### config.mk
export PLATFORM = sky130hd
export DESIGN_NAME = uart_tx_fifo_reader_flat
export DESIGN_NICKNAME = d
export VERILOG_FILES = /design/src/rtl/uart_tx_fifo_reader_if.sv /design/src/rtl/uart_tx_fifo_reader.sv /design/src/flat_wrapper.sv
export SDC_FILE = /design/constraint.sdc
export NUM_CORES = 1
export LEC_CHECK = 0
export CAP_MARGIN = 40
export CORE_MARGIN = 8
export CORE_UTILIZATION = 50
export CTS_BUF_LIST = sky130_fd_sc_hd__clkbuf_16
export DETAILED_ROUTE_END_ITERATION = 16
export PLACE_DENSITY = 0.7
export REMOVE_ABC_BUFFERS = 1
export SLEW_MARGIN = 20
export SYNTH_ARGS = -nofsm -noshare
export SYNTH_HDL_FRONTEND = slang
export SYNTH_SLANG_ARGS = --single-unit
### constraint.sdc
create_clock -name clk -period 3.5 [get_ports clk]
set_input_delay 0.875 -clock clk [delete_from_list [all_inputs] [get_ports clk]]
set_output_delay 0.875 -clock clk [all_outputs]
set_load 0.005 [all_outputs]
### src/rtl/uart_tx_fifo_reader_if.sv
`default_nettype none
// ============================================================================
// Module   : uart_tx_fifo_reader_if
// Purpose  : FIFO read-port bundle between a FIFO and the UART TX reader.
//            master = reader (issues fifo_rd), slave = FIFO (returns data).
// Signals  : fifo_empty   - FIFO empty flag, read-clock domain
//            fifo_rd_data - read data, valid 1 clk after the fifo_rd cycle
//            fifo_rd      - 1-cycle read command per byte
// Revision : 1.0 - initial release
// ============================================================================
interface uart_tx_fifo_reader_if;
    logic       fifo_empty;
    logic [7:0] fifo_rd_data;
    logic       fifo_rd;

    modport master (
        input  fifo_empty,
        input  fifo_rd_data,
        output fifo_rd
    );

    modport slave (
        output fifo_empty,
        output fifo_rd_data,
        input  fifo_rd
    );
endinterface
`default_nettype wire

### src/rtl/uart_tx_fifo_reader.sv
`default_nettype none
// ============================================================================
// Module   : uart_tx_fifo_reader
// Purpose  : Pulls bytes from a FIFO read port and serializes each onto the
//            UART line: start bit, DATA_BITS data bits LSB first, optional
//            parity bit, STOP_BITS stop bits.
// Ports    : clk     - single clock (FIFO read clock)
//            reset   - synchronous, active-high
//            fifo    - FIFO read port (master side)
//            tx      - serial output, idle high
//            tx_busy - high from the fifo_rd cycle through the last stop cycle
//            tx_done - 1-cycle pulse on the last clk of the final stop bit
// Revision : 1.0 - initial release
// ============================================================================
module uart_tx_fifo_reader #(
    parameter int CLKS_PER_BIT = 868,
    parameter int DATA_BITS    = 8,
    parameter int PARITY_EN    = 0,
    parameter int PARITY_ODD   = 0,
    parameter int STOP_BITS    = 1
) (
    input  logic                         clk,
    input  logic                         reset,
    uart_tx_fifo_reader_if.master        fifo,
    output logic                         tx,
    output logic                         tx_busy,
    output logic                         tx_done
);

    localparam int                    c_timer_w    = $clog2(CLKS_PER_BIT);
    localparam logic [c_timer_w-1:0]  c_last_tick  = c_timer_w'(CLKS_PER_BIT - 1);
    // tx_done is a flop, so it is loaded one cycle before the final stop clock.
    localparam logic [c_timer_w-1:0]  c_done_tick  = c_timer_w'(CLKS_PER_BIT - 2);
    localparam logic [3:0]            c_data_last  = 4'(DATA_BITS - 1);
    localparam logic [3:0]            c_stop_last  = 4'(STOP_BITS - 1);
    localparam logic                  c_parity_odd = (PARITY_ODD != 0);

    localparam logic [2:0] c_st_idle   = 3'd0;
    localparam logic [2:0] c_st_fetch  = 3'd1;
    localparam logic [2:0] c_st_start  = 3'd2;
    localparam logic [2:0] c_st_data   = 3'd3;
    localparam logic [2:0] c_st_parity = 3'd4;
    localparam logic [2:0] c_st_stop   = 3'd5;

    logic [2:0]           r_state;
    logic [c_timer_w-1:0] r_timer;
    logic [3:0]           r_bit_cnt;
    logic [DATA_BITS-1:0] r_shreg;
    logic                 r_parity;
    logic                 r_tx;
    logic                 r_fifo_rd;
    logic                 r_busy;
    logic                 r_done;

    logic [7:0]           w_rd_data;
    logic                 w_tick;

    assign w_rd_data = fifo.fifo_rd_data;
    assign w_tick    = (r_timer == c_last_tick);

    // Upper read-data bits are deliberately ignored for narrow frames.
    if (DATA_BITS < 8) begin : g_unused_hi
        logic w_unused_hi;
        assign w_unused_hi = ^w_rd_data[7:DATA_BITS];
    end

    always_ff @(posedge clk) begin
        if (reset) begin
            r_state   <= c_st_idle;
            r_timer   <= '0;
            r_bit_cnt <= '0;
            r_shreg   <= '0;
            r_parity  <= 1'b0;
            r_tx      <= 1'b1;
            r_fifo_rd <= 1'b0;
            r_busy    <= 1'b0;
            r_done    <= 1'b0;
        end else begin
            r_fifo_rd <= 1'b0;
            r_done    <= 1'b0;
            case (r_state)
                c_st_idle: begin
                    r_tx      <= 1'b1;
                    r_timer   <= '0;
                    r_bit_cnt <= '0;
                    // The cycle with fifo_rd high is the IDLE cycle itself;
                    // the flag is sampled one edge earlier, which is safe
                    // because only this block can make the FIFO empty.
                    if (r_fifo_rd) begin
                        r_state <= c_st_fetch;
                    end else if (!fifo.fifo_empty) begin
                        r_fifo_rd <= 1'b1;
                        r_busy    <= 1'b1;
                    end
                end

                c_st_fetch: begin
                    r_shreg  <= w_rd_data[DATA_BITS-1:0];
                    r_parity <= (^w_rd_data[DATA_BITS-1:0]) ^ c_parity_odd;
                    r_tx     <= 1'b0;
                    r_timer  <= '0;
                    r_state  <= c_st_start;
                end

                c_st_start: begin
                    if (w_tick) begin
                        r_timer   <= '0;
                        r_bit_cnt <= '0;
                        r_tx      <= r_shreg[0];
                        r_state   <= c_st_data;
                    end else begin
                        r_timer <= r_timer + 1'b1;
                    end
                end

                c_st_data: begin
                    if (w_tick) begin
                        r_timer <= '0;
                        r_shreg <= r_shreg >> 1;
                        if (r_bit_cnt == c_data_last) begin
                            r_bit_cnt <= '0;
                            if (PARITY_EN != 0) begin
                                r_tx    <= r_parity;
                                r_state <= c_st_parity;
                            end else begin
                                r_tx    <= 1'b1;
                                r_state <= c_st_stop;
                            end
                        end else begin
                            r_bit_cnt <= r_bit_cnt + 1'b1;
                            // tx is registered: present the next bit now.
                            r_tx      <= r_shreg[1];
                        end
                    end else begin
                        r_timer <= r_timer + 1'b1;
                    end
                end

                c_st_parity: begin
                    if (w_tick) begin
                        r_timer   <= '0;
                        r_bit_cnt <= '0;
                        r_tx      <= 1'b1;
                        r_state   <= c_st_stop;
                    end else begin
                        r_timer <= r_timer + 1'b1;
                    end
                end

                c_st_stop: begin
                    r_tx <= 1'b1;
                    if (r_bit_cnt == c_stop_last && r_timer == c_done_tick) begin
                        r_done <= 1'b1;
                    end
                    if (w_tick) begin
                        r_timer <= '0;
                        if (r_bit_cnt == c_stop_last) begin
                            r_bit_cnt <= '0;
                            r_state   <= c_st_idle;
                            // Issue the next read so that it lands in the
                            // first IDLE cycle, keeping the gap at 2 cycles.
                            r_fifo_rd <= !fifo.fifo_empty;
                            r_busy    <= !fifo.fifo_empty;
                        end else begin
                            r_bit_cnt <= r_bit_cnt + 1'b1;
                        end
                    end else begin
                        r_timer <= r_timer + 1'b1;
                    end
                end

                default: begin
                    r_state <= c_st_idle;
                    r_tx    <= 1'b1;
                    r_busy  <= 1'b0;
                end
            endcase
        end
    end

    assign fifo.fifo_rd = r_fifo_rd;
    assign tx           = r_tx;
    assign tx_busy      = r_busy;
    assign tx_done      = r_done;

endmodule
`default_nettype wire

### src/flat_wrapper.sv
// flat-port wrapper written by rule: the top's interface ports become plain ports
module uart_tx_fifo_reader_flat 
#(
    parameter int CLKS_PER_BIT = 868,
    parameter int DATA_BITS    = 8,
    parameter int PARITY_EN    = 0,
    parameter int PARITY_ODD   = 0,
    parameter int STOP_BITS    = 1
)
  (clk, reset, tx, tx_busy, tx_done, fifo_fifo_empty, fifo_fifo_rd_data, fifo_fifo_rd);
  uart_tx_fifo_reader_if fifo_i ();
  input  logic clk;
  input  logic reset;
  output logic tx;
  output logic tx_busy;
  output logic tx_done;
  input wire logic [$bits(fifo_i.fifo_empty)-1:0] fifo_fifo_empty;
  input wire logic [$bits(fifo_i.fifo_rd_data)-1:0] fifo_fifo_rd_data;
  output wire logic [$bits(fifo_i.fifo_rd)-1:0] fifo_fifo_rd;
  assign fifo_i.fifo_empty = fifo_fifo_empty;
  assign fifo_i.fifo_rd_data = fifo_fifo_rd_data;
  assign fifo_fifo_rd = fifo_i.fifo_rd;
  uart_tx_fifo_reader #(.CLKS_PER_BIT(CLKS_PER_BIT), .DATA_BITS(DATA_BITS), .PARITY_EN(PARITY_EN), .PARITY_ODD(PARITY_ODD), .STOP_BITS(STOP_BITS)) u_core (.clk(clk), .reset(reset), .fifo(fifo_i), .tx(tx), .tx_busy(tx_busy), .tx_done(tx_done));
endmodule
-- After elaboration in Yosys (flattened, before gate mapping)
Index checks and enable logic that the tools add are counted.
- register bits after elaboration: 29
- add/sub/neg operators: 2
- equal/unequal tests: 18
- muxes and demuxes: 34
- bitwise operators: 2
- reduce and logical (&&, ||, !) cells: 17
- operator list (operator ; count):
    two-way mux 3 bit ; 7
    == test 10 bit (second input constant) ; 2
    two-way mux 4 bit ; 5
    case mux 10 bit (2 select lines) ; 1
    case mux 3 bit (6 select lines) ; 1
    != test 2 x 1 -> 1 bit (second input constant) ; 8
    case mux 4 bit (4 select lines) ; 1
    case mux 8 bit (2 select lines) ; 1
    two-way mux 1 bit ; 13
    adder 10 x 1 -> 10 bit (second input constant) ; 1
    two-way mux 10 bit ; 1
    two-way mux 8 bit ; 1
    OR reduction 4 bit ; 2
    AND reduction 7 bit ; 1
    == test 3 x 2 -> 1 bit (second input constant) ; 2
    == test 3 bit (second input constant) ; 2
    OR reduction 2 bit ; 3
    AND reduction 5 bit ; 1
    adder 4 x 1 -> 4 bit (second input constant) ; 1
    == test 4 x 3 -> 1 bit (second input constant) ; 1
    logical NOT 4 bit ; 1
    != test 2 bit (second input constant) ; 2
    case mux 1 bit (4 select lines) ; 1
    AND reduction 4 bit ; 1
    other kinds (11) ; 13

-- Depth between registers and ports, before layout
- word-level depth: 4
- gate-level depth with buffers: 7
- mapped depth without buffers: 6

-- Least setup slack after synthesis
Ideal clock, no wire load.
- path kind: input -> register
- start: input port fifo_fifo_empty
- end: register u_core.r_busy, in the netlist u_core.tx_busy
- library setup time: 0.072 ns
- data arrival time: 1.742 ns
- setup slack: 1.687 ns
- stages on the path: 3
- path buffers: 0
- cells stage by stage: or4b_1 a22oi_1 mux2i_1
- longest elaborated chain between the ends: 4
- elaborated cells on any way between the ends: 6
- those cells by class: 1 x eq/ne; 3 x mux; 2 x reduce/logical
- RTL lines (element ; line ; source):
    start: declaration ; flat_wrapper.sv:17 ; input wire logic [$bits(fifo_i.fifo_empty)-1:0] fifo_fifo_empty;
    logical NOT 1 bit ; - ;
    two-way mux 1 bit ; uart_tx_fifo_reader.sv:157 ; if (r_bit_cnt == c_stop_last) begin
    two-way mux 1 bit ; uart_tx_fifo_reader.sv:155 ; if (w_tick) begin
    case mux 1 bit (3 select lines) ; uart_tx_fifo_reader.sv:81 ; case (r_state)
    end signal: assignment ; uart_tx_fifo_reader.sv:163 ; r_busy <= !fifo.fifo_empty;
    end: declaration ; uart_tx_fifo_reader.sv:52 ; logic r_busy;
Parallel ways exist; a longest one is shown, timed or not. The select of a mux whose other input is x is not followed.
A chain may end at the register's enable or synchronous reset.

==> out/qor.txt <==
Distinct cells, synth = 54
Post CTS Setup Buffer Count = 0
Largest net degree at the start of global routing = 22
Top cell type by total area after synthesis = sky130_fd_sc_hd__dfxtp_1
Antenna cells = 0
Arr. time, crit path = 2560 ps
Top-count cell post-synth = sky130_fd_sc_hd__dfxtp_1
Port Buf Inserts = 14
Power density relative to cell area = 482 mW/mm2
Total power after layout = 0.999 mW
Period Utilization, post-route = 68.3%
DIE AREA = 0.00569 mm2
Setup TNS = 0 ps
Area Overhead vs Synth = 17.2%
Slew Limit Headroom = 43.3%
Worst VDD drop = 0.303 mV
Largest fanout of any net on the critical path = 14
Achievable frequency = 0.418 GHz
Antenna-violating nets left = 0
Ratio of routed vias to standard cells = 6.25
Inserted Clock Buffers = 5
Max-slew violation count = 0
Clock tree buffer depth = 2
Kind of start point of the critical path = primary input
Filler Cells Inserted = 320
Top Ports = 15
Post-synthesis async set-or-reset flop share = 0%
Clock tree skew after final layout = 6.83 ps
Worst Tran Pin Value = 845 ps
Clock tree from TritonCTS = done
Number of buffers inserted by hold repair at cts = 0
First-pass detailed-route iteration total = 7
Number of rows in the core area = 21
YS warnings = 0
Top area cells in the synthesized netlist = sky130_fd_sc_hd__dfxtp_1, sky130_fd_sc_hd__mux2i_1, sky130_fd_sc_hd__a21oi_1
Number of hold violations in the final report = 0
Latest clock arrival within the worst-skew pair = 280 ps
Horizontal die dimension = 75.4 um
GP Congestion = 0.878
Number of instances in the synthesized netlist = 192
Final routed wirelength across all metal layers = 4.22 mm
CP endpoint kind = flip-flop
# DRC = 0
Initial antenna violation count = 0
Number of H-tree branching levels = 2
Max-Cap Viols = 0
Top cells by instance count after synthesis = sky130_fd_sc_hd__dfxtp_1, sky130_fd_sc_hd__nand2_1, sky130_fd_sc_hd__a21oi_1
Sequential fraction of the synthesis area = 32.9%
Final setup violation count = 0
Commonest register cell after synthesis = sky130_fd_sc_hd__dfxtp_1
Count of vias placed by the detailed router = 1556
DP Wirelength = 2.93 mm
Wire length per cell after detailed routing = 16.9 um
Mean instance size in the synthesized netlist = 9.20 um2
Initial cell density of the core = 52.5%
Share of Yosys cell area claimed by the top area cell type = 32.9%
Count of flip-flops with a built-in enable after synthesis = 0
Flops & latches, synth = 29
Status = finished clean
Gr ovfl total = 0
Root buf cell = sky130_fd_sc_hd__clkbuf_16
Chip Height = 75.4 um
Number of DRC markers in iteration 0 = 78
Post-Syn Area = 0.00177 mm2
Count of instances resized after the clock tree is built = 0
Time the final worst path needs with I/O delays and setup = 2390 ps
Clock transition at path regs = 50 ps
LEAKAGE = 0.703 nW
Total routing usage reported by global routing = 15.9%
Floorplan core area = 0.00336 mm2
Total Nets Final = 217
First-pass GRT wire length = 6.95 mm
Unrepaired setup endpoints after global routing = no
Number of sinks on the clock net = 29
Required time of the critical path = 3670 ps
HP Class = flip-flop to flip-flop
Critical path start-end classification = primary input to flip-flop
Fraction of layout cells with a size suffix above 1 = 9.36%
Via count of the first global-routing pass = 1511
-- path summary, 6_finish.rpt --
| path | start | endpoint | slack (ps) | cells past startpoint |
|---|---|---|---|---|
| min reg2reg | u_core.tx_busy$_SDFFE_PP0P_ | u_core.tx_busy$_SDFFE_PP0P_ | 460 | 2 |
| max reg2reg | u_core.r_timer[0]$_SDFFE_PP0P_ | u_core.r_timer[1]$_SDFFE_PP0P_ | 1210 | 5 |
| min | u_core.tx_busy$_SDFFE_PP0P_ | u_core.tx_busy$_SDFFE_PP0P_ | 460 | 2 |
| max | reset | u_core.r_shreg[7]$_SDFFE_PP0P_ | 1110 | 5 |
-- per-stage QoR --
stage | util [%] | setup WS, ps | area [um2] | hold WS, ps | std cells
finish | 61.6 | 1110 | 2070 | 464 | 249
global route | 61.6 | 964 | 2070 | 500 | 249
CTS | 61.6 | 1120 | 2070 | 468 | 249
detailed placement | 56.7 | 837 | 1910 | 453 | 241
global placement | 56.5 | 891 | 1900 | 448 | 240
floorplan | - | 1650 | 1700 | 451 | 179
-- report_power, final --
part | total, mW | internal (mW) | leakage [nW] | switching [mW]
Sequential | 0.380 | 0.353 | 0.235 | 0.0268
Combinational | 0.140 | 0.0679 | 0.385 | 0.0725
Clock | 0.478 | 0.330 | 0.0826 | 0.149
-- final cells by class --
class                           instances  area, um2  area share (%)
Inverter                                7       26.3            1.27
Sequential cell                        29        581            28.0
Multi-Input combinational cell        143       1090            52.6
Timing Repair Buffer                   16        155            7.49
Tap cell                               46       57.6            2.78
Clock inverter                          3       37.5            1.81
Clock buffer                            5        125            6.04
-- critical path, cell delays in order --
cell,delay (ps)
sky130_fd_sc_hd__clkdlybuf4s50_1,820
sky130_fd_sc_hd__clkinv_1,430
sky130_fd_sc_hd__nand2_1,160
sky130_fd_sc_hd__a21oi_1,50
sky130_fd_sc_hd__a41o_1,220
-- cell usage in the layout (no fill, tap or decap), drive strengths merged, types with 7 or more instances in the layout --
| cell | n |
|---|---|
| nand2 | 15 |
| o21ai | 8 |
| clkdlybuf4s50 | 14 |
| a21oi | 14 |
| dfxtp | 29 |
| inv | 7 |
| nand3 | 8 |
| a311oi | 8 |
| mux2i | 11 |
-- state kept, by name, summed over array words and instances, names as in the netlist --
name / count
u_core.fifo.fifo_rd: 1
u_core.r_state: 3
u_core.r_timer: 10
u_core.tx: 1
u_core.tx_busy: 1
u_core.tx_done: 1
u_core.r_shreg: 8
u_core.r_bit_cnt: 4
-- routing by layer --
layer,up-vias,global-route usage [%],wire length [um]
met5,-,0,0
met4,0,7.25,76
met3,14,5.26,281
met2,65,26.6,2090
met1,721,17.8,1760
li1,756,-,-
-- kinds of logic after synthesis --
kind of cell | after synthesis | synth area share [%]
AOI/OAI and AO/OA | 53 | 24.6
muxes | 11 | 6.23
and+or+nand+nor | 69 | 24.9
xor gates and xnor gates | 5 | 2.48
adders and majority gates | 5 | 3.40
buffers and inverters | 20 | 5.52
DFF | 29 | 32.9
Note: power is estimated with default switching activity, not from simulation.
==> patch 1, RTL diff (config.mk and constraints unchanged) <==
Compare `r_bit_cnt` against `c_data_last` with >= in place of ==.
--- a/src/rtl/uart_tx_fifo_reader.sv
+++ b/src/rtl/uart_tx_fifo_reader.sv
@@ -118,5 +118,5 @@
                         r_timer <= '0;
                         r_shreg <= r_shreg >> 1;
-                        if (r_bit_cnt == c_data_last) begin
+                        if (r_bit_cnt >= c_data_last) begin
                             r_bit_cnt <= '0;
                             if (PARITY_EN != 0) begin
Behaviour: no difference found for any inputs over 10 cycles, from zero or initial values and one cycle with reset high; that may be too few to reach the edited logic, so the function may still have changed.
==> patch 1 against the unedited design <==
Setup slack better by 0.12 ns; area after synthesis shrank 1.6%; cell area shrank 2.0%; routed wire length decreased by 5.0%; sequential share of layout area up 0.57 points; sequential cell count did not move; fmax rose by 5.1%; hold slack better by 0.017 ns; utilization decreased by 0.75 points; critical endpoint is now u_core.r_state[2]$_SDFFE_PP0P_; highest routed layer unchanged; synthesized cell count grew 2.6%; via count rose by 0.96%.
Power is not compared: it rests on default switching activity, and its combinational part moved more than twofold at a synthesized area within 25%.
==> patch 1: results (changes against the unedited design) <==
- The largest driver fanout on the critical path is 21 (+7).
- The arrival time of the worst setup path is 2.45 ns (-0.11 ns).
- The part of the cycle the worst path needs was 64.9% (-3.3 points).
- The residual DRC count is 0 (unchanged).
- The number of design-rule violations left by the first detailed-router iteration is 47 (-40%).
- The clock tree skew after final layout was 0.00319 ns (-0.00364 ns).
- The clock edge transition at the registers on the reported setup and hold paths is 0.05 ns (about the same).
- Cell internal power was estimated by the tool at 0.976 mW.
- The distinct cell type count after synthesis came to 52 (-3.7%).
- The sequential share of the synthesized area was 33.4% (+0.52 points).
- By area the synthesized netlist is led by sky130_fd_sc_hd__dfxtp_1 33%, sky130_fd_sc_hd__a311oi_1 7.1%, sky130_fd_sc_hd__a21oi_1 5.2%.
- The kind of capture point of the worst setup path is a flop.
- The first-pass detailed-route iteration total is 4 (-3).
- The length of routed met2 wiring is 1.94 mm (-7.4%).
- The sum of met3 wire segment lengths after detailed routing is 173 um (-38%).
- The reg2reg setup slack is 1.23 ns (+0.02 ns).
- The static power due to leakage is 0.753 nW.
- The area fraction of the dominant cell type after synthesis is 33.4% (+0.52 points).
- The routability-driven placement congestion ratio is 0.826 (-6.0%).
- In this run the worst setup path begins at u_core.r_state[2]$_SDFFE_PP0P_.
- The worst register-to-register path begins at u_core.r_state[2]$_SDFFE_PP0P_.
- The number of cell instances on the worst register-to-register path is 4 (-1).
- The routed via count divided by cell count came to 6.28 (+0.56%).
- The global routing usage summed across all routing layers is 15.8% (-0.12 points).
- The root buffer cell chosen for the clock tree is sky130_fd_sc_hd__clkbuf_16.
- The top routing layer in use is met4.
- Sorting the synthesized cells by how often they occur yields 29 x sky130_fd_sc_hd__dfxtp_1, 18 x sky130_fd_sc_hd__a21oi_1, 14 x sky130_fd_sc_hd__a311oi_1.
- The met1 wire length is 1.80 mm (+2.2%).
- STA classifies the critical path startpoint as a flop.
- The largest net degree at the start of global routing was 22 (unchanged).
- The wire length of the first global-routing pass is 6.80 mm (-2.2%).
- The post-layout net count is 218 (+0.46%).
- The layout cell share with drive strength beyond 1 came to 9.31% (-0.046 points).
- The number of global-route vias before repair is 1529 (+1.2%).
- The estimated wirelength of the detail-placed design came to 2.66 mm (-9.2%).
- The post-CTS setup buffer count came to 0 (unchanged).
- The pin slew with the least headroom to its limit is 0.668 ns (-0.177 ns).
- The wire length per cell was 16.0 um (-5.4%).
- The pre-CTS worst setup slack is 0.999 ns (+0.162 ns).
- The run finished with clean final reports.
- The most critical setup path has its endpoint at u_core.r_state[2]$_SDFFE_PP0P_.
- In the final layout, the registers with the most flip-flops are u_core.r_timer (10), u_core.r_shreg (8), u_core.r_bit_cnt (4).
==> patch 1: per-layer routing <==
layer	track usage, %	up-vias
met5	0	-
met4	8.48	0
met2	27.6	42
met3	4.53	10
li1	-	761
met1	16.5	758
==> patch 1: kinds of logic after synthesis <==
logic type               Yosys count  share of synthesized area [%]
AO/OA/AOI/OAI                     66                           28.5
AND/OR/NAND/NOR                   61                           20.5
flip-flops                        29                           33.4
buffers and inverters             26                           8.42
multiplexers                      10                           5.83
adder cells (fa/ha/maj)            4                           2.88
XOR/XNOR                           1                          0.504
==> patch 1: critical path, stage by stage (launching register included) <==
cell and delay [ns]:
sky130_fd_sc_hd__dfxtp_1 0.75, sky130_fd_sc_hd__nand3b_1 0.52, sky130_fd_sc_hd__o22ai_1 0.31, sky130_fd_sc_hd__or4_1 0.46
sky130_fd_sc_hd__o32ai_1 0.13
==> patch 1: how the worst min path moves through the flow <==
stage                                    from                        endpoint  slack [ns]  depth (start not counted)
2_1_floorplan  u_core.r_timer[9]$_SDFFE_PP0P_  u_core.r_timer[9]$_SDFFE_PP0P_        0.43                          1
3_3_place_gp   u_core.r_timer[9]$_SDFFE_PP0P_  u_core.r_timer[9]$_SDFFE_PP0P_        0.47                          1
3_5_place_dp   u_core.r_timer[9]$_SDFFE_PP0P_  u_core.r_timer[9]$_SDFFE_PP0P_        0.47                          1
4_1_cts        u_core.r_timer[9]$_SDFFE_PP0P_  u_core.r_timer[9]$_SDFFE_PP0P_        0.48                          1
5_1_grt        u_core.r_timer[9]$_SDFFE_PP0P_  u_core.r_timer[9]$_SDFFE_PP0P_        0.51                          1
6_report       u_core.r_timer[9]$_SDFFE_PP0P_  u_core.r_timer[9]$_SDFFE_PP0P_        0.48                          1
==> patch 1: power groups by stage <==
stage               clock network [mW]  registers (mW)  logic [mW]
global route                     0.584           0.455       0.419
detailed placement                   0           0.450       0.364
finish                           0.564           0.445       0.378
global placement                     0           0.448       0.350
CTS                              0.570           0.445       0.367
floorplan                            0           0.435       0.273
==> patch 1: stage by stage <==
stage | power (mW) | cells | hold slack (ns) | cell area (um^2)
2_1_floorplan | 0.707 | 180 | 0.435 | 1630
3_3_place_gp | 0.798 | 241 | 0.471 | 1830
3_5_place_dp | 0.814 | 241 | 0.475 | 1830
4_1_cts | 1.38 | 249 | 0.480 | 2020
5_1_grt | 1.46 | 250 | 0.514 | 2030
6_report | 1.39 | 250 | 0.481 | 2030
==> patch 1: cell type report <==
class / instances / area [um^2]
Clock buffer: 5 / 125
Clock inverter: 3 / 65.1
Fill cell: 298 / 1310
Inverter: 9 / 33.8
Multi-Input combinational cell: 142 / 1010
Sequential cell: 29 / 581
Tap cell: 46 / 57.6
Timing Repair Buffer: 16 / 155
==> patch 2, RTL diff (same settings) <==
Made on the original files. `CLKS_PER_BIT` is set to 868 in 2 places; all go to 3472.
--- a/src/rtl/uart_tx_fifo_reader.sv
+++ b/src/rtl/uart_tx_fifo_reader.sv
@@ -14,5 +14,5 @@
 // ============================================================================
 module uart_tx_fifo_reader #(
-    parameter int CLKS_PER_BIT = 868,
+    parameter int CLKS_PER_BIT = 3472,
     parameter int DATA_BITS    = 8,
     parameter int PARITY_EN    = 0,
--- a/src/flat_wrapper.sv
+++ b/src/flat_wrapper.sv
@@ -2,5 +2,5 @@
 module uart_tx_fifo_reader_flat 
 #(
-    parameter int CLKS_PER_BIT = 868,
+    parameter int CLKS_PER_BIT = 3472,
     parameter int DATA_BITS    = 8,
     parameter int PARITY_EN    = 0,
Function: no difference found for any inputs over 10 cycles, from zero or initial values and one cycle with reset high; that may be too few to reach the edited logic, so the function may still have changed.
==> patch 2 against the unedited design <==
Sequential cell count up 2; sequential share of layout area up 3.0 points; setup slack better by 0.098 ns; non-clock buffer count unchanged; cell area down 3.3%; via count down 3.3%; final cell count up 5.6%; routed wire length down 11%; hold slack better by 0.026 ns; highest routed layer unchanged; area after synthesis down 3.4%; critical path type is now reg2reg.
Power is not compared: it rests on default switching activity, and its combinational part moved more than twofold at a synthesized area within 25%.
==> patch 2: results (changes against the unedited design) <==
- The routability-driven placement congestion ratio is 0.785 (-11%).
- The global routing usage on met1 came to 18.2% (+0.34 points).
- The largest driver fanout on the critical path is 8 (-6).
- The number of antenna violations at the first check in global routing was 0 (unchanged).
- The overall via count from detail_route is 1504 (-3.3%).
- The clock tree skew after final layout was 0.00270 ns (-0.00413 ns).
- For this design the static power due to leakage is 0.737 nW.
- The met3 capacity usage during global routing was 4.85% (-0.41 points).
- By count the netlist is led by 31 x sky130_fd_sc_hd__dfxtp_1, 31 x sky130_fd_sc_hd__nor2_1, 16 x sky130_fd_sc_hd__nand2_1.
- The wire length per cell is 14.3 um (-16%).
- The number of diodes added for antenna fixing is 0 (unchanged).
- The layout cell share with drive strength beyond 1 came to 9.68% (+0.32 points).
- The count of yosys warnings during synthesis is 0 (unchanged).
- The reg2reg setup slack was 1.21 ns (about the same).
- The average size of a mapped cell is 8.33 um^2 (-9.5%).
- The arrival time of the worst setup path is 2.45 ns (-0.11 ns).
- The met2 layer usage reported by global route was 23.9% (-2.6 points).
- The post-CTS setup buffer count is 0 (unchanged).
- The area share of fa/ha/maj cells after synthesis was 2.93% (-0.47 points).
- The peak ir drop on the vdd network is 0.498 mV.
- The run finished with clean final reports.
- The estimated wirelength of the detail-placed design came to 2.63 mm (-10%).
- The post-layout net count was 231 (+6.5%).
- The number of design-rule violations left by the first detailed-router iteration is 163 (+110%).
- The hold-critical path depth was 2 (unchanged).
- The number of buffers inserted by port buffering is 14 (unchanged).
- The aggregate global routing overflow is 0 (unchanged).
- The post-synthesis xor/xnor area fraction is 1.03% (-1.5 points).
- The largest net degree at the start of global routing is 19 (-14%).
- The first-pass detailed-route iteration total is 4 (-3).
- The number of cell instances on the worst register-to-register path is 5 (unchanged).
- After synthesis, the cell types taking the most area are sky130_fd_sc_hd__dfxtp_1 36%, sky130_fd_sc_hd__nor2_1 6.8%, sky130_fd_sc_hd__mux2i_1 4.7%.
- The wire length of the first global-routing pass was 6.61 mm (-4.9%).
- The number of placed cells counting well taps is 255 (+5.8%).
- The distinct cell type count after synthesis is 46 (-15%).
- The worst min-delay path class is reg2reg.
- The global routing usage summed across all routing layers is 15.2% (-0.67 points).
- The multiplexer area fraction after synthesis is 9.31% (+3.1 points).
- The pin slew with the least headroom to its limit came to 0.603 ns (-0.242 ns).
- The clock edge transition at the registers on the reported setup and hold paths is 0.05 ns (about the same).
- The largest registers in the layout are u_core.r_timer (12), u_core.r_shreg (8), u_core.r_bit_cnt (4).
- The routed via count divided by cell count is 5.72 (-8.5%).
- The maximum buffer depth of the clock tree was 2 (unchanged).
- The number of global-route vias before repair is 1449 (-4.1%).
- The root buffer cell chosen for the clock tree is sky130_fd_sc_hd__clkbuf_16.
- The share of synthesized flip-flops with an asynchronous set or reset came to 0% (unchanged).
- The sequential share of the synthesized area was 36.4% (+3.5 points).
- The synthesized-area fraction occupied by ao, oa, aoi and oai cells is 18.1% (-6.5 points).
==> patch 2: power breakdown <==
part	leakage, nW	internal (mW)	switching, mW
clock network	0.0701	0.255	0.144
logic	0.415	0.205	0.227
registers	0.251	0.400	0.0612
total	0.737	0.860	0.433
==> patch 2: cell families after synthesis <==
family	after synthesis
and+or+nand+nor	91
AOI/OAI and AO/OA	44
DFF	31
buffers and inverters	18
muxes	15
adders and majority gates	4
xor gates and xnor gates	2
==> patch 2: per-stage QoR <==
step                setup WS [ns]  hold WS, ns  cell area (um^2)  utilization, %
floorplan                    1.42        0.434              1650               -
global route                 1.13        0.524              2000            60.5
global placement             1.15        0.453              1870            56.3
detailed placement           1.10        0.468              1870            56.3
CTS                          1.22        0.491              2000            60.5
finish                       1.21        0.490              2000            60.5
==> patch 2: worst paths after layout <==
path | start | end
worst max-delay path | u_core.r_timer[6]$_SDFFE_PP0P_ | u_core.r_shreg[3]$_SDFFE_PP0P_
worst min-delay path | u_core.r_bit_cnt[1]$_SDFFE_PP0P_ | u_core.r_bit_cnt[1]$_SDFFE_PP0P_
worst min register to register | u_core.r_bit_cnt[1]$_SDFFE_PP0P_ | u_core.r_bit_cnt[1]$_SDFFE_PP0P_
worst max register to register | u_core.r_timer[6]$_SDFFE_PP0P_ | u_core.r_shreg[3]$_SDFFE_PP0P_
==> patch 2: cell type report <==
cell class              count  area [um^2]
clock buffers               5          125
clock inverters             3         11.3
fillers                   312         1310
inverters                   6         22.5
multi-input cells         156         1010
flip-flops and latches     31          621
well taps                  46         57.6
repair buffers             16          155
==> patch 2: routing by layer <==
layer  up-vias  part of all wire, %
met4         0                  1.7
met3         6                  4.9
met5         -                    0
met1       705                   47
li1        761                    -
met2        32                   46
==> patch 2: worst max-delay path: stages, from the launching register on <==
cell	delay, ns
sky130_fd_sc_hd__dfxtp_1	0.35
sky130_fd_sc_hd__or4b_1	0.66
sky130_fd_sc_hd__or3_4	0.43
sky130_fd_sc_hd__a211o_1	0.47
sky130_fd_sc_hd__mux2i_1	0.21
sky130_fd_sc_hd__nor2_1	0.06
